`config.mk`:
```
export PLATFORM = sky130hd
export DESIGN_NAME = frame_scheduler_flat
export DESIGN_NICKNAME = d
export VERILOG_FILES = /design/src/rtl/frame_scheduler_if.sv /design/src/rtl/frame_scheduler.sv /design/src/flat_wrapper.sv
export SDC_FILE = /design/constraint.sdc
export NUM_CORES = 1
export LEC_CHECK = 0
export CAP_MARGIN = 30
export CELL_PAD_IN_SITES_DETAIL_PLACEMENT = 0
export CELL_PAD_IN_SITES_GLOBAL_PLACEMENT = 1
export CORE_UTILIZATION = 42
export CTS_CLUSTER_DIAMETER = 100
export DETAILED_ROUTE_END_ITERATION = 7
export PLACE_DENSITY_LB_ADDON = 0.05
export SYNTH_ARGS = -nofsm -noshare
export SYNTH_HDL_FRONTEND = slang
export SYNTH_SLANG_ARGS = --single-unit
```
`constraint.sdc`:
```
create_clock -name clk -period 2.5 [get_ports clk]
set_clock_uncertainty 0.1 [all_clocks]
set_input_delay 0.25 -clock clk [delete_from_list [all_inputs] [get_ports clk]]
set_output_delay 0.25 -clock clk [all_outputs]
set_load 0.02 [all_outputs]
```
`src/rtl/frame_scheduler_if.sv`:
```
// Byte-wide valid/ready transmit link from the frame scheduler to the serial transmit chain.
// master drives tx_valid/tx_data, slave drives tx_ready.
interface frame_scheduler_if;
    logic       tx_valid;
    logic       tx_ready;
    logic [7:0] tx_data;

    modport master (output tx_valid, output tx_data, input tx_ready);
    modport slave  (input tx_valid, input tx_data, output tx_ready);
endinterface

```
`src/rtl/frame_scheduler.sv`:
```
// Frame scheduler: snapshots NUM_CH channel words on a word_clk rising edge and sends SYNC, SEQ, data bytes and check byte.
// Latency: tx_valid 2 clk after the edge, then one bubble cycle between bytes; stalls hold tx_data/tx_valid until tx_ready.
// Backpressure: an edge arriving mid-frame is dropped and sets sticky overrun; FRAME_SCHED_CRC8_EN selects a CRC-8 check byte instead of XOR.
module frame_scheduler #(
    parameter int         WIDTH     = 16,
    parameter int         NUM_CH    = 6,
    parameter logic [7:0] SYNC_BYTE = 8'hA5
) (
    input  logic                      clk,
    input  logic                      rst,
    input  logic                      word_clk,
    input  logic [NUM_CH*WIDTH-1:0]   ch_data,
    frame_scheduler_if.master         tx,
    input  logic                      ovr_clr,
    output logic                      frame_busy,
    output logic                      overrun,
    output logic [7:0]                seq_num
);
    localparam int NBYTES = 2 * NUM_CH;
    localparam int IDX_W  = $clog2(NBYTES);

    typedef enum logic [2:0] {IDLE, SYNC, SEQ, DATA, CSUM} state_t;

    state_t                    state_q, state_d;
    logic [NUM_CH*WIDTH-1:0]   snap_q, snap_d;
    logic [IDX_W-1:0]          bi_q, bi_d;
    logic [7:0]                csum_q, csum_d;
    logic [7:0]                seq_q, seq_d;
    logic                      tx_valid_q, tx_valid_d;
    logic [7:0]                tx_data_q, tx_data_d;
    logic                      overrun_q, overrun_d;
    logic                      word_clk_q, word_clk_d;

    logic                      start;
    logic                      xfer;
    logic [WIDTH-1:0]          cur_word;
    logic [7:0]                byte_sel;

`ifdef FRAME_SCHED_CRC8_EN
    // CRC-8, poly 0x07, MSB first, one whole byte per call
    function automatic logic [7:0] csum_upd(input logic [7:0] c, input logic [7:0] b);
        logic [7:0] r;
        r = c ^ b;
        for (int i = 0; i < 8; i++) begin
            r = r[7] ? ((r << 1) ^ 8'h07) : (r << 1);
        end
        return r;
    endfunction
`else
    function automatic logic [7:0] csum_upd(input logic [7:0] c, input logic [7:0] b);
        return c ^ b;
    endfunction
`endif

    always_comb begin
        cur_word = snap_q[int'(bi_q[IDX_W-1:1]) * WIDTH +: WIDTH];
        case (state_q)
            SYNC:    byte_sel = SYNC_BYTE;
            SEQ:     byte_sel = seq_q;
            DATA:    byte_sel = bi_q[0] ? cur_word[7:0] : cur_word[WIDTH-1:8];
            CSUM:    byte_sel = csum_q;
            default: byte_sel = 8'h00;
        endcase
    end

    always_comb begin
        state_d    = state_q;
        snap_d     = snap_q;
        bi_d       = bi_q;
        csum_d     = csum_q;
        seq_d      = seq_q;
        tx_valid_d = tx_valid_q;
        tx_data_d  = tx_data_q;
        overrun_d  = overrun_q;
        word_clk_d = word_clk;
        start      = word_clk & ~word_clk_q;
        xfer       = tx_valid_q & tx.tx_ready;

        // set beats clear when both happen in the same cycle
        if (ovr_clr)
            overrun_d = 1'b0;
        if (start && state_q != IDLE)
            overrun_d = 1'b1;

        if (state_q == IDLE) begin
            if (start) begin
                snap_d  = ch_data;
                bi_d    = '0;
                csum_d  = 8'h00;
                state_d = SYNC;
            end
        end else if (!tx_valid_q) begin
            tx_valid_d = 1'b1;
            tx_data_d  = byte_sel;
        end else if (xfer) begin
            tx_valid_d = 1'b0;
            case (state_q)
                SYNC: state_d = SEQ;
                SEQ: begin
                    csum_d  = csum_upd(csum_q, tx_data_q);
                    state_d = DATA;
                end
                DATA: begin
                    csum_d = csum_upd(csum_q, tx_data_q);
                    if (bi_q == IDX_W'(NBYTES - 1)) begin
                        bi_d    = '0;
                        state_d = CSUM;
                    end else begin
                        bi_d = bi_q + 1'b1;
                    end
                end
                CSUM: begin
                    seq_d   = seq_q + 8'h01;
                    state_d = IDLE;
                end
                default: state_d = IDLE;
            endcase
        end
    end

    always_ff @(posedge clk or negedge rst) begin
        if (!rst) begin
            state_q    <= IDLE;
            snap_q     <= '0;
            bi_q       <= '0;
            csum_q     <= 8'h00;
            seq_q      <= 8'h00;
            tx_valid_q <= 1'b0;
            tx_data_q  <= 8'h00;
            overrun_q  <= 1'b0;
            word_clk_q <= 1'b0;
        end else begin
            state_q    <= state_d;
            snap_q     <= snap_d;
            bi_q       <= bi_d;
            csum_q     <= csum_d;
            seq_q      <= seq_d;
            tx_valid_q <= tx_valid_d;
            tx_data_q  <= tx_data_d;
            overrun_q  <= overrun_d;
            word_clk_q <= word_clk_d;
        end
    end

    assign tx.tx_valid = tx_valid_q;
    assign tx.tx_data  = tx_data_q;
    assign frame_busy  = (state_q != IDLE);
    assign overrun     = overrun_q;
    assign seq_num     = seq_q;
endmodule

```
`src/flat_wrapper.sv`:
```
// flat-port wrapper written by rule: the top's interface ports become plain ports
module frame_scheduler_flat 
#(
    parameter int         WIDTH     = 16,
    parameter int         NUM_CH    = 6,
    parameter logic [7:0] SYNC_BYTE = 8'hA5
)
  (clk, rst, word_clk, ch_data, ovr_clr, frame_busy, overrun, seq_num, tx_tx_valid, tx_tx_data, tx_tx_ready);
  frame_scheduler_if tx_i ();
  input  logic clk;
  input  logic rst;
  input  logic word_clk;
  input  logic [NUM_CH*WIDTH-1:0] ch_data;
  input  logic ovr_clr;
  output logic frame_busy;
  output logic overrun;
  output logic [7:0] seq_num;
  output wire logic [$bits(tx_i.tx_valid)-1:0] tx_tx_valid;
  output wire logic [$bits(tx_i.tx_data)-1:0] tx_tx_data;
  input wire logic [$bits(tx_i.tx_ready)-1:0] tx_tx_ready;
  assign tx_tx_valid = tx_i.tx_valid;
  assign tx_tx_data = tx_i.tx_data;
  assign tx_i.tx_ready = tx_tx_ready;
  frame_scheduler #(.WIDTH(WIDTH), .NUM_CH(NUM_CH), .SYNC_BYTE(SYNC_BYTE)) u_core (.clk(clk), .rst(rst), .word_clk(word_clk), .ch_data(ch_data), .tx(tx_i), .ovr_clr(ovr_clr), .frame_busy(frame_busy), .overrun(overrun), .seq_num(seq_num));
endmodule
```
## After elaboration in Yosys (flattened, before gate mapping)

Index checks and enable logic that the tools add are counted.

- Flip-flop bits (word level): 130
- Latch bits: 0
- Memory bits (writable): 0
- Bits in read-only memories: 0
- Bits of input ports: 101
- Output and inout bits: 19
- Word-level logic and storage cells: 63
- Memories: 0

- Add/sub/neg operators: 2
- Multipliers: 0
- Divide/modulo/power cells: 0
- Order comparisons: 0
- Equality and inequality tests: 7
- Shift-type cells: 1
- Muxes and demuxes: 23
- Bitwise logic cells: 6
- Reduce and logical (&&, ||, !) cells: 15

Operator list:

| cell | number |
|---|---|
| $shiftx A96 B8 Y16 | 1 |
| $mux W8 | 6 |
| $pmux W8 S4 | 1 |
| $mux W4 | 6 |
| $reduce_and A4 Y1 | 4 |
| $mux W3 | 5 |
| $reduce_bool A2 Y1 | 5 |
| $pmux W3 S3 | 1 |
| $add A8 B1 Y8 const B | 1 |
| $xor A8 B8 Y8 | 1 |
| $eq A3 B2 Y1 const B | 2 |
| $add A4 B1 Y4 const B | 1 |
| $eq A4 B4 Y1 const B | 1 |
| $mux W1 | 4 |
| $reduce_and A2 Y1 | 2 |
| $eq A3 B1 Y1 const B | 1 |
| $eq A3 B3 Y1 const B | 1 |
| $logic_not A3 Y1 | 1 |
| $ne A3 B1 Y1 const B | 1 |
| $not A1 Y1 | 3 |
| $reduce_bool A3 Y1 | 1 |
| $and A1 B1 Y1 | 2 |
| $ne A2 B1 Y1 const B | 1 |
| $reduce_or A2 Y1 | 1 |
| $logic_and A1 B1 Y1 | 1 |

## Longest topological paths before layout

Gate-level depths: netlist of the first run.

- Word-level depth: 6
- Gate-level depth with buffers: 7
- Mapped depth without buffers: 4

## Least setup slack after synthesis of the first run

Ideal clock, no wire load.

- Kind: register -> register
- Start point: reg u_core.state_q[0]
- End point: reg u_core.snap_q[59]
- Setup time: 128 ps
- Arrival time: 1654 ps
- Data required time: 2272 ps
- Slack: 619 ps
- Stages on the path, launching flop included: 7
- Buffers on the path: 3
- Clock period less this slack: 1881 ps
- Cells stage by stage: dfrtp_1 > buf_6 > or3b_4 > nor2_4 > buf_6 > buf_6 > mux2_1

- Longest elaborated chain between the ends: 2

Ends and longest elaborated chain:

| item | line | source |
|---|---|---|
| from (decl) | frame_scheduler.sv:24 | `state_t state_q, state_d;` |
| from (signal assigned) | frame_scheduler.sv:133 | `state_q <= state_d;` |
| $logic_not A3 Y1 | frame_scheduler.sv:85 | `if (state_q == IDLE) begin` |
| $reduce_and A2 Y1 (no line) | -- |  |
| to (signal assigned) | frame_scheduler.sv:134 | `snap_q <= snap_d;` |
| to (decl) | frame_scheduler.sv:25 | `logic [NUM_CH*WIDTH-1:0] snap_q, snap_d;` |

Every way passes these cells.
A chain may end at the register's enable or synchronous reset.

## Worst setup path after layout of the first run

- Start point: reg u_core.state_q[1]
- End point: out frame_busy

- Longest elaborated chain between the ends: 1

Ends and longest elaborated chain:

| item | line | source |
|---|---|---|
| $reduce_bool A3 Y1 | frame_scheduler.sv:147 | `assign frame_busy = (state_q != IDLE);` |
| to (decl) | flat_wrapper.sv:15 | `output logic frame_busy;` |

Every way passes these cells.

==> results.md, run 1 <==
* Die height at between 100 and 150 um
* VDD IR max at between 0.6 and 0.7 mV
* Routed vias at 4523
* P_int at about 6700 uW
* Psw at roughly 3600 uW
* Syn Area/Cell at 12.9 um2
* R2R Path Start: u_core.bi_q[2]
* Max-cap violation count at 0
* Num ports at 120
* Met2 Use GR at between 30% and 40%
* H-Tree Depth at 4
* Slowest cell delay on critical path at around 570 ps
* Post-Synthesis Cells at around 500
* Comb power frac at between 30% and 40%
* Final Max Tran Viols at 0
* EDFF count, synth at 0
* Detailed Route Iter0 Violations at ~270
* Sw frac at around a third
* Post-synthesis sequential element count at between 100 and 150
* Pre-antenna DRT Iters at 5
* Pleak at roughly 0.0035 uW
* Final antenna-violating net count at 0
* Pwr Density at 1220 nW/um2
* Std cell rows at between 40 and 50
* Worst-path cell chain: buf_4, nor3_2, inv_1, clkdlybuf4s50_1
* Critical Path RT at 2150 ps
* CTS sink count at 130
* Min-delay worst type: primary input to asynchronous set/reset pin
* CP endpoint kind: output port
* Post-synth ARST share at 100%
* Total CTS buffers at 17
* Post-Syn Area at around 6500 um2
* Fmax at about 420 MHz
* Reg2reg setup slack at approximately 330 ps
* Vias in the first global route at 4684
* Pwr Total at between 10000 and 15000 uW
* Gr busiest metal: met2
* Worst R2R Path Depth at 4
* Initial antenna violation count at 0
* GRT Total Usage at between 20% and 30%
* Syn Nets at 605
* Critical-path maximum fanout at 18
* Final Net Count at about 730
* Vias per Instance at ~5.5
* Wire length per cell at 19.0 um
* Sequential share of the synthesized area at 50.4%
* Critical Path Slowest Stage Cell: clkdlybuf4s50_1
* WS Path Type: flip-flop to output port
* Layout cells sized above 1 at a little over a fifth
* Fin crit period at between 2000 and 2500 ps
* Clk root buf: clkbuf_16
* Fin crit share at 94.4%
* Full die area at around 16000 um2
* Worst-path clk slew at 60 ps
* Grt ovf at 0
* Clock Power Share at between 20% and 30%
* Sequential power share at around 38%
* Global-route wire length before repair at 25300 um
* Number of port buffers at around 120
* Worst slew margin at 46.7%
* R2r endpoint: u_core.tx.tx_data[6]
* Ant diodes at 0
* Largest net degree at the start of global routing at 58
* DP HPWL at between 10000 and 15000 um
* Final wirelength at 15600 um
* Count of warnings emitted by yosys at 0
* Final Setup Violations at 0
* Area delta synth->final at 31.1%
* Die width at 126 um
* Drt drc at 0
* Clock buffer depth at 2
* GPL Wtd Cong at between 0.8 and 0.9
* Synth cell types at 52
* CORE AREA at ~15000 um2
* Worst EP arrival at approximately 2000 ps
* Met1 usage at between 20 and 30%
* Initial Utilization at between 40% and 50%
* Worst Max-Slew Pin Slew at approximately 800 ps
* Clock Latency Late Sink at approximately 420 ps
* CP Launch Type: flip-flop
* CTS tree: yes
* Met3 Use GR at approximately 4.5%
* Outcome: finished, final reports clean
* Final Hold Vio Count at 0
* Predominant post-synthesis flop cell: dfrtp_1
* TNS Setup at 0 ps
* RSZ-0062 raised after global routing: no
-- routing by layer --
layer	vias up	part of all wire, %
li1	2095	-
met1	2290	44
met2	118	50
met3	20	4.0
met4	0	1.8
met5	-	0
-- metrics by stage --
| stage | area [um2] | setup slack [ps] | hold slack (ps) | std cells | utilization (%) |
|---|---|---|---|---|---|
| global placement | 7830 | 174 | 179 | 789 | 53.1 |
| CTS | 8460 | 102 | 240 | 822 | 57.3 |
| detailed placement | 7830 | 154 | 187 | 789 | 53.1 |
| finish | 8460 | 141 | 266 | 822 | 57.3 |
| global route | 8460 | 59.5 | 255 | 822 | 57.3 |
| floorplan | 6450 | 619 | -146 | 502 | - |
-- cells by family (layout without fill, tap and decap cells) --
| kind of cell | Yosys count | in the layout | share of synthesized area, % |
|---|---|---|---|
| xor gates and xnor gates | 15 | 15 | 2.04 |
| buffers and inverters | 50 | 186 | 4.44 |
| muxes | 147 | 147 | 26.3 |
| adders and majority gates | 2 | 2 | 0.388 |
| DFF | 130 | 130 | 50.4 |
| AOI/OAI and AO/OA | 79 | 79 | 9.15 |
| and+or+nand+nor | 79 | 79 | 7.23 |
-- state kept, by name (all words and copies together) (netlist names) --
name / count
u_core.snap_q: 96
u_core.csum_q: 8
u_core.overrun: 1
u_core.bi_q: 4
u_core.tx.tx_valid: 1
u_core.seq_num: 8
u_core.tx.tx_data: 8
u_core.word_clk_q: 1
u_core.state_q: 3
-- power by group through the flow --
stage	combinational [uW]	clock, uW	sequential, uW
finish	3830	2600	3880
global route	4150	2760	4030
CTS	3870	2650	3880
detailed placement	3840	0	3910
global placement	3760	0	3860
floorplan	2540	0	3580
-- worst max path at each step --
stage / startpoint / endpoint / slack (ps) / cells after the start
after floorplan: u_core.state_q[0] / u_core.snap_q[59] / 620 / 6
after global placement: word_clk / u_core.snap_q[61] / 170 / 5
after detailed placement: word_clk / u_core.snap_q[2] / 150 / 5
after CTS: u_core.state_q[1] / frame_busy / 100 / 4
after global routing: u_core.state_q[1] / frame_busy / 60 / 4
final: u_core.state_q[1] / frame_busy / 140 / 4
-- cell usage after synthesis, types with 2 or more instances --
cell      number  area, um2
dfrtp_1      130       3250
a22oi_1        3       22.5
and2_1         4       25.0
o22ai_1        3       18.8
nor2_1        13       48.8
buf_4          5       37.5
mux2_2        50        563
nand2_1        7       26.3
a211oi_1       9       67.6
clkbuf_1       9       33.8
xnor2_1       15        131
nand2b_1       5       31.3
a31oi_1        4       25.0
inv_1         16       60.1
or2_2          2       12.5
a211o_1        5       43.8
a21oi_1       21        105
nor2_2         8       50.1
nor2b_1        8       50.1
buf_2         10       50.1
or3b_2         3       26.3
mux2_1        52        586
nand4_1        7       43.8
a211oi_2       8        100
mux2i_1       37        370
and3_1         2       12.5
or3_1          3       18.8
o221ai_1       5       43.8
nand3_1        7       35.0
o211ai_1       5       37.5
mux4_2         8        180
buf_6          9        101
o21ai_0        5       25.0
nor3_1         3       15.0
o311ai_0       3       26.3
ha_1           2       25.0
-- critical path: cells and delay by family, from the launching register on --
| kind | cells | cell delay, ps |
|---|---|---|
| flops | 1 | 510 |
| simple gates | 1 | 210 |
| buf+inv | 3 | 870 |
-- layout by cell type (no fill, tap or decap), types with 5 or more instances in the layout --
cell type        instances
a211o_1                  5
a211oi_1                 9
a211oi_2                 8
a21oi_1                 21
buf_4                   15
clkbuf_16               17
clkdlybuf4s50_1        118
dfrtp_1                128
inv_1                   16
mux2_1                  52
mux2_2                  50
mux2i_1                 37
mux4_2                   8
nand2_1                  7
nand2b_1                 5
nand3_1                  7
nand4_1                  7
nor2_1                  13
nor2_2                   8
nor2b_1                  8
o211ai_1                 5
o21ai_0                  5
o221ai_1                 5
xnor2_1                 15
-- final cells by class --
type,count,area (um2)
repair buffers,138,1380
inverters,16,60.1
clock inverters,13,175
flip-flops and latches,130,3260
well taps,184,230
clock buffers,19,443
multi-input cells,322,2910
fillers,1271,6290
-- repair_timing --
action                                  4_1_cts  5_1_grt
hold buffers                                  1        0
resized for setup                             1        0
hold endpoints to repair                     38        0
endpoints found under the setup margin        1        0
buffers inserted                              0        0
(Power assumes the default switching activity.)
==> inputs of run 2 (changes only) <==
--- a/config.mk
+++ b/config.mk
@@ -8,10 +8,11 @@
 export CAP_MARGIN = 30
 export CELL_PAD_IN_SITES_DETAIL_PLACEMENT = 0
 export CELL_PAD_IN_SITES_GLOBAL_PLACEMENT = 1
+export CORE_MARGIN = 8
 export CORE_UTILIZATION = 42
 export CTS_CLUSTER_DIAMETER = 100
 export DETAILED_ROUTE_END_ITERATION = 7
-export PLACE_DENSITY_LB_ADDON = 0.05
+export PLACE_DENSITY_LB_ADDON = 0.1
 export SYNTH_ARGS = -nofsm -noshare
 export SYNTH_HDL_FRONTEND = slang
 export SYNTH_SLANG_ARGS = --single-unit
==> results.md, run 2 (synthesis gave the netlist of run 1 again) <==
* Worst R2R Path Depth at 5 (was 4)
* Pre-antenna DRT Iters at 4 (was 5)
* FILL cells at 1280 (was 1271)
* Critical-path maximum fanout at 16 (was 18)
* Worst slew margin at 47.6% (was 46.7%)
* Most frequent cells in the layout: dfrtp_1, clkdlybuf4s50_1, mux2_1 (unchanged)
* Fin crit period at 2270 ps (was 2360 ps)
* Clk root buf: clkbuf_16 (unchanged)
* CTS tree: yes (unchanged)
* Worst Max-Slew Pin Slew at 786 ps (was 800 ps)
* Worst EP arrival at 2450 ps (was 2010 ps)
* CP Launch Type: flip-flop (unchanged)
* CORE AREA at 15100 um2 (was 14800 um2)
* Largest register FFs at 96 (unchanged)
* Critical Path RT at 2690 ps (was 2150 ps)
* Grt ovf at 0 (unchanged)
* Fin crit share at 90.7% (was 94.4%)
* Setup Buffers After CTS at 0 (unchanged)
* Vias in the first global route at 4840 (was 4684)
* Clock buffer depth at 2 (unchanged)
* Comb power frac at 38.2% (was 37.2%)
* Largest net degree at the start of global routing at 52 (was 58)
* Final Net Count at 727 (was 728)
* P_int at 6570 uW (was 6700 uW)
* Layout cells sized above 1 at 20.2% (was 21.3%)
* Std cell rows at 45 (was 44)
* Slowest cell delay on critical path at 670 ps (was 570 ps)
* Most flops, register: u_core.snap_q (unchanged)
* Pwr Density at 1190 nW/um2 (was 1220 nW/um2)
* RSZ-0062 raised after global routing: no (unchanged)
* WS Path Type: flip-flop to flip-flop (was flip-flop to output port)
* Final Max Tran Viols at 0 (unchanged)
* Drt drc at 0 (unchanged)
* Worst-path clk slew at 60 ps (about the same)
* Initial antenna violation count at 1 (was 0)
* DP Cell Count at 792 (was 789)
* Ant diodes at 0 (unchanged)
* GPL Wtd Cong at 0.770 (was 0.801)
* Crit-path leading delay family: flip-flops (was buffers and inverters)
* Final Setup Violations at 0 (unchanged)
* Most used cell, CP: a211oi_1
* Number of port buffers at 119 (unchanged)
* Outcome: finished, final reports clean (unchanged)
* CP endpoint: u_core.tx.tx_data[6] (was frame_busy)
* Psw at 3460 uW (was 3600 uW)
* Leading cell type in the layout, fill and taps excluded: dfrtp_1 (unchanged)
* Worst path buffer plus inverter count at 1 (was 3)
* R2R Path Start: u_core.bi_q[1] (was u_core.bi_q[2])
* TNS Setup at 0 ps (unchanged)
* Reg2reg setup slack at 230 ps (was 330 ps)
* Final wirelength at 16100 um (was 15600 um)
* CP endpoint kind: flip-flop (was output port)
* Pwr Total at 10000 uW (was 10300 uW)
* Final Hold Vio Count at 0 (unchanged)
* CP Depth at 5 (was 4)
* Fmax at 441 MHz (was 424 MHz)
* Vias per Instance at 5.38 (was 5.50)
* H-Tree Depth at 4 (unchanged)
* Clock Power Share at 23.4% (was 25.2%)
* Initial Utilization at 42.8% (was 43.7%)
* Die width at 140 um (was 126 um)
* Final antenna-violating net count at 0 (unchanged)
* R2r endpoint: u_core.tx.tx_data[6] (unchanged)
* Routed vias at 4422 (was 4523)
* Sw frac at 34.5% (was 35.0%)
* Clock Latency Late Sink at 410 ps (was 420 ps)
* Pleak at 0.00349 uW (was 0.00352 uW)
* GRT Total Usage at 17.0% (was 21.2%)
* Sequential power share at 38.4% (was 37.6%)
* CTS sink count at 130 (unchanged)
* Non-Filler Instances at 822 (unchanged)
* Worst setup path startpoint: u_core.bi_q[1] (was u_core.state_q[1])
* DP HPWL at 11900 um (was 11300 um)
* Wire length per cell at 19.6 um (was 19.0 um)
* Die height at 140 um (was 126 um)
* Max-cap violation count at 0 (unchanged)
* Critical Path Slowest Stage Cell: dfrtp_2 (was clkdlybuf4s50_1)
* Worst-path cell chain: buf_4, mux2_2, a211o_1, a211oi_1, a211oi_1 (was buf_4, nor3_2, inv_1, clkdlybuf4s50_1)
* Num ports at 120 (unchanged)
* Detailed Route Iter0 Violations at 287 (was 272)
* Total CTS buffers at 17 (unchanged)
* Min-delay worst type: primary input to flip-flop (was primary input to asynchronous set/reset pin)
* Global-route wire length before repair at 26000 um (was 25300 um)
* Area delta synth->final at 30.2% (was 31.1%)
* Full die area at 19600 um2 (was 15900 um2)
* VDD IR max at 0.592 mV (was 0.608 mV)
[run 2: changes by cell type in the layout (fill, tap and decap cells not counted), sizes merged]
cell,delta
buf,-1
bufinv,-1
clkbuf,+4
clkinv,-1
inv,-5
[run 2: worst register-to-register path: stages, from the launching register on]
cell and delay, ps:
dfrtp_2 670, buf_4 360, mux2_2 380, a211o_1 320, a211oi_1 240, a211oi_1 80
[run 2: metrics by stage]
step | setup WS (ps) | area, um2 | util [%] | hold slack [ps]
2_1_floorplan | 619 | 6450 | - | -146
3_3_place_gp | 225 | 7840 | 52.0 | 178
3_5_place_dp | 194 | 7840 | 52.0 | 185
4_1_cts | 222 | 8400 | 55.7 | 263
5_1_grt | 93.1 | 8400 | 55.7 | 301
6_report | 232 | 8400 | 55.7 | 282
[run 2: worst min path at each step]
stage,cells after the start,end,slack [ps],start
floorplan,0,u_core.bi_q[0],-150,rst
global placement,1,u_core.snap_q[11],180,rst
detailed placement,1,u_core.snap_q[59],180,rst
CTS,1,u_core.word_clk_q,260,word_clk
global route,2,u_core.overrun,300,ovr_clr
finish,1,u_core.word_clk_q,280,word_clk
[run 2: layout make-up]
type	count	area (um2)	share of cell area (%)
well taps	188	235	2.80
multi-input cells	322	2910	34.7
clock inverters	6	82.6	0.983
clock buffers	23	468	5.57
repair buffers	137	1390	16.5
inverters	16	60.1	0.715
flip-flops and latches	130	3250	38.7
[run 2: power by group through the flow]
| stage | clock network (uW) | registers, uW | logic (uW) |
|---|---|---|---|
| after floorplan | 0 | 3580 | 2540 |
| after global placement | 0 | 3840 | 3770 |
| after detailed placement | 0 | 3890 | 3840 |
| after CTS | 2400 | 3860 | 3860 |
| after global routing | 2500 | 4010 | 4170 |
| final | 2340 | 3850 | 3830 |
[run 2: layer usage]
metal | wire, um | global-route usage [%]
met5 | 13 | 0
met4 | 229 | 5.77
met3 | 663 | 4.35
met2 | 8050 | 28.5
met1 | 7130 | 21.0
[run 2: repair_timing]
action                                  in CTS  in global routing
gates resized for setup                      0                  0
endpoints found under the setup margin       0                  0
hold buffers                                 1                  0
endpoints found under the hold margin       40                  0
